===== src/rtl/puf_pkg.sv =====
// rtl/puf_pkg.sv - shared FSM encoding, default LFSR taps and LFSR step function
package puf_pkg;

   typedef enum logic [2:0] {
      ST_IDLE,
      ST_LOAD,
      ST_FIRE,
      ST_SAMPLE,
      ST_DONE
   } puf_state_t;

   localparam logic [63:0] DEFAULT_TAPS = 64'hD800_0000_0000_0000;

   // Operates on up to 64 bits; bits at or above width are forced to zero.
   function automatic logic [63:0] lfsr_next(input logic [63:0] state,
                                             input logic [63:0] taps,
                                             input int          width);
      logic [63:0] mask;
      logic        fb;
      mask = (width >= 64) ? '1 : ((64'd1 << width) - 64'd1);
      fb   = ^(state & taps & mask);
      return ((state << 1) | {63'd0, fb}) & mask;
   endfunction

endpackage


===== src/rtl/puf_lfsr.sv =====
// rtl/puf_lfsr.sv - challenge LFSR, loadable from the host seed, advanced per challenge
module puf_lfsr
   import puf_pkg::*;
#(
   parameter int                STAGES = 64,
   parameter logic [STAGES-1:0] TAPS   = STAGES'(DEFAULT_TAPS)
) (
   input  logic              i_clk,
   input  logic              i_rst_n,
   input  logic              i_load,
   input  logic [STAGES-1:0] i_seed,
   input  logic              i_adv,
   output logic [STAGES-1:0] o_state
);

   logic [STAGES-1:0] r_state;

   always_ff @(posedge i_clk or negedge i_rst_n) begin
      if (!i_rst_n) begin
         r_state <= '0;
      end else if (i_load) begin
         r_state <= i_seed;
      end else if (i_adv) begin
         r_state <= STAGES'(lfsr_next(64'(r_state), 64'(TAPS), STAGES));
      end
   end

   assign o_state = r_state;

endmodule


===== src/rtl/puf_challenge_sequencer.sv =====
// rtl/puf_challenge_sequencer.sv - arbiter-PUF race sequencer with per-challenge majority vote
module puf_challenge_sequencer
   import puf_pkg::*;
#(
   parameter int                STAGES     = 64,
   parameter int                RESP_BITS  = 32,
   parameter int                REPEATS    = 5,
   parameter int                SETTLE_CYC = 8,
   parameter logic [STAGES-1:0] TAPS       = STAGES'(DEFAULT_TAPS)
) (
   input  logic                 i_clk,
   input  logic                 i_rst_n,
   input  logic                 i_start,
   input  logic [STAGES-1:0]    i_seed,
   output logic                 o_busy,
   output logic [STAGES-1:0]    o_challenge,
   output logic                 o_launch,
   output logic                 o_arbiter_clr,
   input  logic                 i_arbiter_out,
   output logic [RESP_BITS-1:0] o_response,
   output logic                 o_valid,
   output logic                 o_error
);

   localparam int VOTE_W = $clog2(REPEATS + 1);
   localparam int REP_W  = (REPEATS > 1) ? $clog2(REPEATS) : 1;
   localparam int BIT_W  = (RESP_BITS > 1) ? $clog2(RESP_BITS) : 1;
   localparam int CNT_W  = $clog2(SETTLE_CYC + 3);

   if ((REPEATS % 2) == 0 || REPEATS < 1 || SETTLE_CYC == 0) begin : g_bad_params
      $error("puf_challenge_sequencer: REPEATS must be odd and SETTLE_CYC nonzero");
   end

   puf_state_t           r_state, w_next;
   logic [CNT_W-1:0]     r_cnt;
   logic [REP_W-1:0]     r_rep;
   logic [VOTE_W-1:0]    r_votes;
   logic [BIT_W-1:0]     r_bit_idx;
   logic [RESP_BITS-1:0] r_shadow, r_response;
   logic                 r_valid, r_error;
   logic [1:0]           r_sync;

   logic              w_start_ok, w_load_last, w_fire_last, w_last_rep, w_last_bit;
   logic              w_decision, w_lfsr_load, w_lfsr_adv;
   logic              w_launch, w_clr, w_busy;
   logic [VOTE_W-1:0] w_votes_incl;

   assign w_start_ok   = i_start && (i_seed != '0);
   assign w_load_last  = (r_cnt == CNT_W'(SETTLE_CYC - 1));
   assign w_fire_last  = (r_cnt == CNT_W'(SETTLE_CYC + 1));
   assign w_last_rep   = (r_rep == REP_W'(REPEATS - 1));
   assign w_last_bit   = (r_bit_idx == BIT_W'(RESP_BITS - 1));
   assign w_votes_incl = r_votes + VOTE_W'(r_sync[1]);
   assign w_decision   = (w_votes_incl > VOTE_W'(REPEATS / 2));
   assign w_lfsr_load  = (r_state == ST_IDLE) && w_start_ok;
   assign w_lfsr_adv   = (r_state == ST_SAMPLE) && w_last_rep;

   always_ff @(posedge i_clk or negedge i_rst_n) begin
      if (!i_rst_n) r_state <= ST_IDLE;
      else          r_state <= w_next;
   end

   always_comb begin
      w_next = r_state;
      case (r_state)
         ST_IDLE:   if (w_start_ok)  w_next = ST_LOAD;
         ST_LOAD:   if (w_load_last) w_next = ST_FIRE;
         ST_FIRE:   if (w_fire_last) w_next = ST_SAMPLE;
         ST_SAMPLE: w_next = (w_last_rep && w_last_bit) ? ST_DONE : ST_LOAD;
         ST_DONE:   w_next = ST_IDLE;
         default:   w_next = ST_IDLE;
      endcase
   end

   // Launch spans FIRE and SAMPLE so the edge is still held while the vote is taken.
   always_comb begin
      w_launch = 1'b0;
      w_clr    = 1'b0;
      w_busy   = 1'b1;
      case (r_state)
         ST_IDLE:   w_busy   = 1'b0;
         ST_LOAD:   w_clr    = 1'b1;
         ST_FIRE:   w_launch = 1'b1;
         ST_SAMPLE: w_launch = 1'b1;
         default:   ;
      endcase
   end

   always_ff @(posedge i_clk or negedge i_rst_n) begin
      if (!i_rst_n) begin
         r_cnt      <= '0;
         r_rep      <= '0;
         r_votes    <= '0;
         r_bit_idx  <= '0;
         r_shadow   <= '0;
         r_response <= '0;
         r_valid    <= 1'b0;
         r_error    <= 1'b0;
         r_sync     <= '0;
      end else begin
         r_sync  <= {r_sync[0], i_arbiter_out};
         r_valid <= (r_state == ST_DONE);
         r_error <= (r_state == ST_IDLE) && i_start && (i_seed == '0);
         if ((r_state == ST_LOAD || r_state == ST_FIRE) && (w_next == r_state))
            r_cnt <= r_cnt + CNT_W'(1);
         else
            r_cnt <= '0;
         if (w_lfsr_load) begin
            r_rep     <= '0;
            r_votes   <= '0;
            r_bit_idx <= '0;
         end
         if (r_state == ST_SAMPLE) begin
            if (!w_last_rep) begin
               r_rep   <= r_rep + REP_W'(1);
               r_votes <= w_votes_incl;
            end else begin
               r_shadow[r_bit_idx] <= w_decision;
               r_rep               <= '0;
               r_votes             <= '0;
               if (!w_last_bit) r_bit_idx <= r_bit_idx + BIT_W'(1);
            end
         end
         if (r_state == ST_DONE) r_response <= r_shadow;
      end
   end

   puf_lfsr #(
      .STAGES (STAGES),
      .TAPS   (TAPS)
   ) u_lfsr (
      .i_clk   (i_clk),
      .i_rst_n (i_rst_n),
      .i_load  (w_lfsr_load),
      .i_seed  (i_seed),
      .i_adv   (w_lfsr_adv),
      .o_state (o_challenge)
   );

   assign o_busy        = w_busy;
   assign o_launch      = w_launch;
   assign o_arbiter_clr = w_clr;
   assign o_response    = r_response;
   assign o_valid       = r_valid;
   assign o_error       = r_error;

endmodule


===== config.mk =====
export PLATFORM = sky130hd
export DESIGN_NAME = puf_challenge_sequencer
export DESIGN_NICKNAME = d
export VERILOG_FILES = /design/src/rtl/puf_pkg.sv /design/src/rtl/puf_lfsr.sv /design/src/rtl/puf_challenge_sequencer.sv
export SDC_FILE = /design/constraint.sdc
export NUM_CORES = 1
export LEC_CHECK = 0
export ABC_CLOCK_PERIOD_IN_PS = 5400
export CELL_PAD_IN_SITES_DETAIL_PLACEMENT = 1
export CELL_PAD_IN_SITES_GLOBAL_PLACEMENT = 1
export CORE_ASPECT_RATIO = 0.5
export CORE_UTILIZATION = 42
export DETAILED_ROUTE_END_ITERATION = 8
export GPL_TIMING_DRIVEN = 0
export PLACE_DENSITY_LB_ADDON = 0.2
export SYNTH_ARGS = -nofsm -noshare
export SYNTH_HDL_FRONTEND = slang
export SYNTH_HIERARCHICAL = 1
export SYNTH_SLANG_ARGS = --single-unit

===== constraint.sdc =====
create_clock -name i_clk -period 5.4 [get_ports i_clk]
set_input_delay 0.81 -clock i_clk [delete_from_list [all_inputs] [get_ports i_clk]]
set_output_delay 0.81 -clock i_clk [all_outputs]
set_load 0.03 [all_outputs]

* After elaboration in Yosys (flattened, before gate mapping)
Cells that the tools add are included.
** Cells by class
- Add/subtract/negate cells :: 4
- Order comparisons :: 3
- Eq/ne operators :: 9
- Multiplexer cells :: 23
- Bitwise logic cells :: 1
- Reductions and logical operators :: 17
** Operators by type and width (number)
- $mux 64 :: 2
- $logic_not 64->1 :: 1
- $or 64x1->64 :: 1
- $reduce_bool 64->1 :: 1
- $reduce_xor 64->1 :: 1
- $bwmux 32 :: 1
- $mux 3 :: 9
- $mux 5 :: 4
- $pmux 3 s4 :: 1
- $logic_and 1x1->1 :: 8
- $eq 3x2->1 const B :: 2
- $eq 3x3->1 const B :: 2
- $lt 5x6->1 const B :: 1
- $add 5x1->5 const B :: 1
- $demux 1 s5 :: 1
- $eq 5x5->1 const B :: 1
- $ge 5x1->1 const B :: 1
- $add 4x1->4 const B :: 1
- $eq 4x3->1 const B :: 1
- $eq 4x4->1 const B :: 1
- $mux 1 :: 4
- $mux 4 :: 1
- $reduce_bool 2->1 :: 2
- $add 3x1->3 :: 1
- 8 further kinds :: 8
** Storage, ports and cells
- Flip-flop bits (word level) :: 150
- Output and inout bits :: 101
- Word-level logic and storage cells :: 68

* Longest topological paths before layout
- Depth after elaboration :: 7
- Gate-level depth with buffers :: 9
- Mapped depth without buffers :: 7

* Hierarchy
The synthesis kept the hierarchy.
** By module, submodules not included
- puf_challenge_sequencer :: times used 1, cells an instance 324, area an instance 3915.0 um^2, seq. area each 2152.1 um^2
- puf_lfsr :: times used 1, cells an instance 281, area an instance 2970.3 um^2, seq. area each 1601.5 um^2

* Worst setup path before layout
Ideal clock, no wire load.
- Kind :: input port to flip-flop
- From :: in i_seed[36]
- To :: reg u_lfsr.r_state[19] (netlist: u_lfsr/o_state[19])
- Library setup time :: 132 ps
- Arrival time :: 2405 ps
- Required time :: 5268 ps
- Slack :: 2863 ps
- Stages :: 8
- Buffers on the path :: 2
- Path through :: nor4_1 nand4_1 or4_4 and2_2 buf_2 clkbuf_1 nand2_1 o21ai_1
** On the way
- Word-level cells in the longest chain between the ends :: 4
- Elaborated cells on any way between the ends :: 5
** Ends and longest elaborated chain
- start, declared :: line puf_challenge_sequencer.sv:14 : input logic [STAGES-1:0] i_seed,
- $reduce_bool 64->1 * :: line puf_challenge_sequencer.sv:48 : assign w_start_ok = i_start && (i_seed != '0);
- $logic_and 1x1->1 * :: line puf_challenge_sequencer.sv:48
- $logic_and 1x1->1 * :: line puf_challenge_sequencer.sv:55 : assign w_lfsr_load = (r_state == ST_IDLE) && w_start_ok;
- named net w_lfsr_load :: line puf_challenge_sequencer.sv:44 : logic w_decision, w_lfsr_load, w_lfsr_adv;
- $mux 64 / $reduce_bool 2->1 (equally long branches)
- end signal, assigned :: line puf_lfsr.sv:22 : r_state <= i_seed;
- end signal, assigned :: line puf_lfsr.sv:24 : r_state <= STAGES'(lfsr_next(64'(r_state), 64'(TAPS), STAGES));
- end, declared :: line puf_lfsr.sv:16 : logic [STAGES-1:0] r_state;
Mark *: on every way through the listed nets, which the timed path passes. The rest lies on a longest branch.
A chain may end at the register's enable or synchronous reset.

* Worst setup path in the final report
- From :: in i_seed[45]
- To :: reg u_lfsr.r_state[33] (netlist: u_lfsr/o_state[33])
The elaborated chain is that of the path after synthesis.

==> results.cfg <==
[critical_path]
r2r_start = r_state[1]$_DFF_PN0_
arrival_ps = 3400
rr_endpoint = u_lfsr/o_state[33]$_DFFE_PN0P_
worstPathBufferInverterCount = 3
criticalPathCategory = input port to flop
cp_max_fo = 10
crit_path_max_incr_delay_ps = 590
crit_path_top_delay_cell = or4_4
crit_path_end_kind = flop
timing.critical_path.cells = clkdlybuf4s50_1, nor4_1, nand4_1, or4_4, and2_2, buf_2, clkbuf_1, nand2_1, o21ai_1
r2r_slack_ps = 3140
cp_top_family = simple AND/OR/NAND/NOR gates
cp_data_required_time_ps = 5670
cp-start-kind = input port
r2r_cells = 8

[routing]
dr.pass1.iters = 5
vias = 5342
wl_per_cell_um = 18.49
avgViaCountPerCell = 5.202
antenna_left = 0
wl_um = 18990
drt-initial-drc-count = 193
drc = 0

[finish]
layout_common_cells = clkdlybuf4s50_1, dfrtp_1, nand2_1
fillers = 1665
synthToLayoutAreaGrowth_pct = 37.31
drive_gt1_frac = 0.1588
fin_nets = 872
diodes = 0
stdcell_count = 1027
final_area_um2 = 9454
final_common_cell = clkdlybuf4s50_1

[place]
placed_area_um2 = 8872
port_buffers = 168
dp_cells = 995
dp_hpwl_um = 13130
pre_cts_ws_ps = 1920
gp_congestion = 0.7940

[synth]
synth_warnings = 6
synth_area_um2 = 6885
synth_edf_count = 0
synth.avg_cell_area_um2 = 11.38
ys_async_sr_fraction = 1.000
ys_ff_latch = 150
syn_nets = 684
ys_seq_area_frac = 0.5452
synth-main-ff-cell = dfrtp_1
synth_cell_type_count = 39
syn_inst = 605

[timing]
holdWs_ps = 352.1
relSlewSlack = 0.5649
tightest_slew_ps = 652.7
finalMaxSlewViolations = 0
finClkSkew_ps = 16.62
setup_ws_ps = 2269
period_share = 0.5799
min_period_ps = 3131
hold_viol = 0
max_freq_ghz = 0.3194
finalSetupViolCount = 0
rsz0062_at_grt = false

[global_routing]
grt_usage = 0.2366
overflow = 0
grt_max_degree = 87
grt_pass1_vias = 5838
antenna_found_initial = 0
grt_pass1_wl_um = 31040

[worst_hold_path]
hold_depth = 0
min_to = r_sync[1]$_DFF_PN0_
holdCritPathClass = flop to flop
min_from = r_sync[0]$_DFF_PN0_

[clock_tree]
numCtsBuffers = 17
post_cts_buffers = 0
h-tree-depth = 4
ctsResizeCount = 0
clkLatencyLatePin_ps = 420
holdBufCountCts = 0
root_buffer = clkbuf_16
clk_pin_slew_worst_paths_ps = 60
cts_max_path_buffers = 2
cts_tree = yes
clock-sinks = 150

[die]
core_um2 = 15700
pin_count = 169
rows = 32
fp.dieW_um = 183.1
start_util = 0.4387
design.die.area_um2 = 16940
die_y_um = 92.54

[outcome]
status = completed

[pwr]
p_per_area_nw_per_um2 = 482.8
p_leak_uw = 0.004000
peakVddDrop_v = 0.0002973

[job]
maxCapViolCount = 0
## Yosys cell counts (all sizes together), types with 3 or more instances
library cell | n | area share
a21oi | 10 | 0.0073
nor4 | 17 | 0.015
ha | 11 | 0.020
nand3 | 3 | 0.0022
dfrtp | 150 | 0.55
and3b | 4 | 0.0051
nor2 | 9 | 0.0049
xor2 | 3 | 0.0038
mux2 | 66 | 0.11
nand2b | 3 | 0.0027
nor3 | 3 | 0.0022
xnor2 | 5 | 0.0064
nand2 | 103 | 0.056
clkbuf | 16 | 0.0091
a31oi | 4 | 0.0058
nor3b | 6 | 0.0073
and3 | 7 | 0.0064
inv | 7 | 0.0038
nand4 | 4 | 0.0036
mux2i | 65 | 0.094
buf | 24 | 0.024
o21ai | 73 | 0.053
and2 | 3 | 0.0029
## power by group
group | internal [uW] | switching (uW) | total [uW]
combinational | 700 | 1030 | 1730
clock | 657 | 534 | 1190
sequential | 1400 | 250 | 1650
total | 2750 | 1810 | 4560
## layout make-up
cell class	count	area, um2	area share
Inverter	7	26.28	0.002779
Multi-Input combinational cell	408	2878	0.3044
Clock inverter	15	156.4	0.01654
Timing Repair Buffer	169	1710	0.1809
Sequential cell	150	3754	0.3970
Buffer	40	227.7	0.02409
Clock buffer	17	425.4	0.04500
Tap cell	221	276.5	0.02925
## logic make-up (layout without fill, tap and decap cells)
| logic type | Yosys count | in the layout | synth area share |
|---|---|---|---|
| multiplexers | 131 | 131 | 0.2024 |
| buffers and inverters | 47 | 248 | 0.03689 |
| AO/OA/AOI/OAI | 91 | 91 | 0.07069 |
| flip-flops | 150 | 150 | 0.5452 |
| adder cells (fa/ha/maj) | 11 | 11 | 0.01999 |
| XOR/XNOR | 8 | 8 | 0.01018 |
| AND/OR/NAND/NOR | 167 | 167 | 0.1147 |
## state kept, by name, indices dropped and copies added, names as in the netlist
register	count
r_rep	3
r_votes	3
o_error	1
o_response	32
o_valid	1
r_state	3
r_shadow	32
u_lfsr/o_state	64
r_sync	2
r_bit_idx	5
r_cnt	4
## stage by stage
| step | utilization | total power [uW] | TNS [ps] |
|---|---|---|---|
| finish | 0.6024 | 4564 | 0 |
| global route | 0.6024 | 4788 | 0 |
| CTS | 0.6024 | 4604 | 0 |
| detailed placement | 0.5653 | 3375 | 0 |
| global placement | 0.5635 | 3305 | -396760 |
| floorplan | - | 2572 | 0 |
## metal layers
layer | routed length [um] | global-route usage | share of wire
met1 | 8551 | 0.3019 | 0.45
met4 | 236 | 0.07361 | 0.012
met5 | 0 | 0 | 0
met2 | 9245 | 0.4008 | 0.49
met3 | 957 | 0.05505 | 0.050
## worst max path at each step
stage	slack, ps	cells past startpoint	start	endpoint
finish	2270	9	i_seed[45]	u_lfsr/o_state[33]$_DFFE_PN0P_
global route	2190	9	i_seed[12]	u_lfsr/o_state[32]$_DFFE_PN0P_
global placement	-2660	1	i_rst_n	o_response[13]$_DFFE_PN0P_
CTS	2320	9	i_seed[45]	u_lfsr/o_state[33]$_DFFE_PN0P_
detailed placement	1920	9	i_seed[45]	u_lfsr/o_state[28]$_DFFE_PN0P_
floorplan	2860	8	i_seed[36]	u_lfsr/o_state[19]$_DFFE_PN0P_
Power figures use the tool's default switching activity.
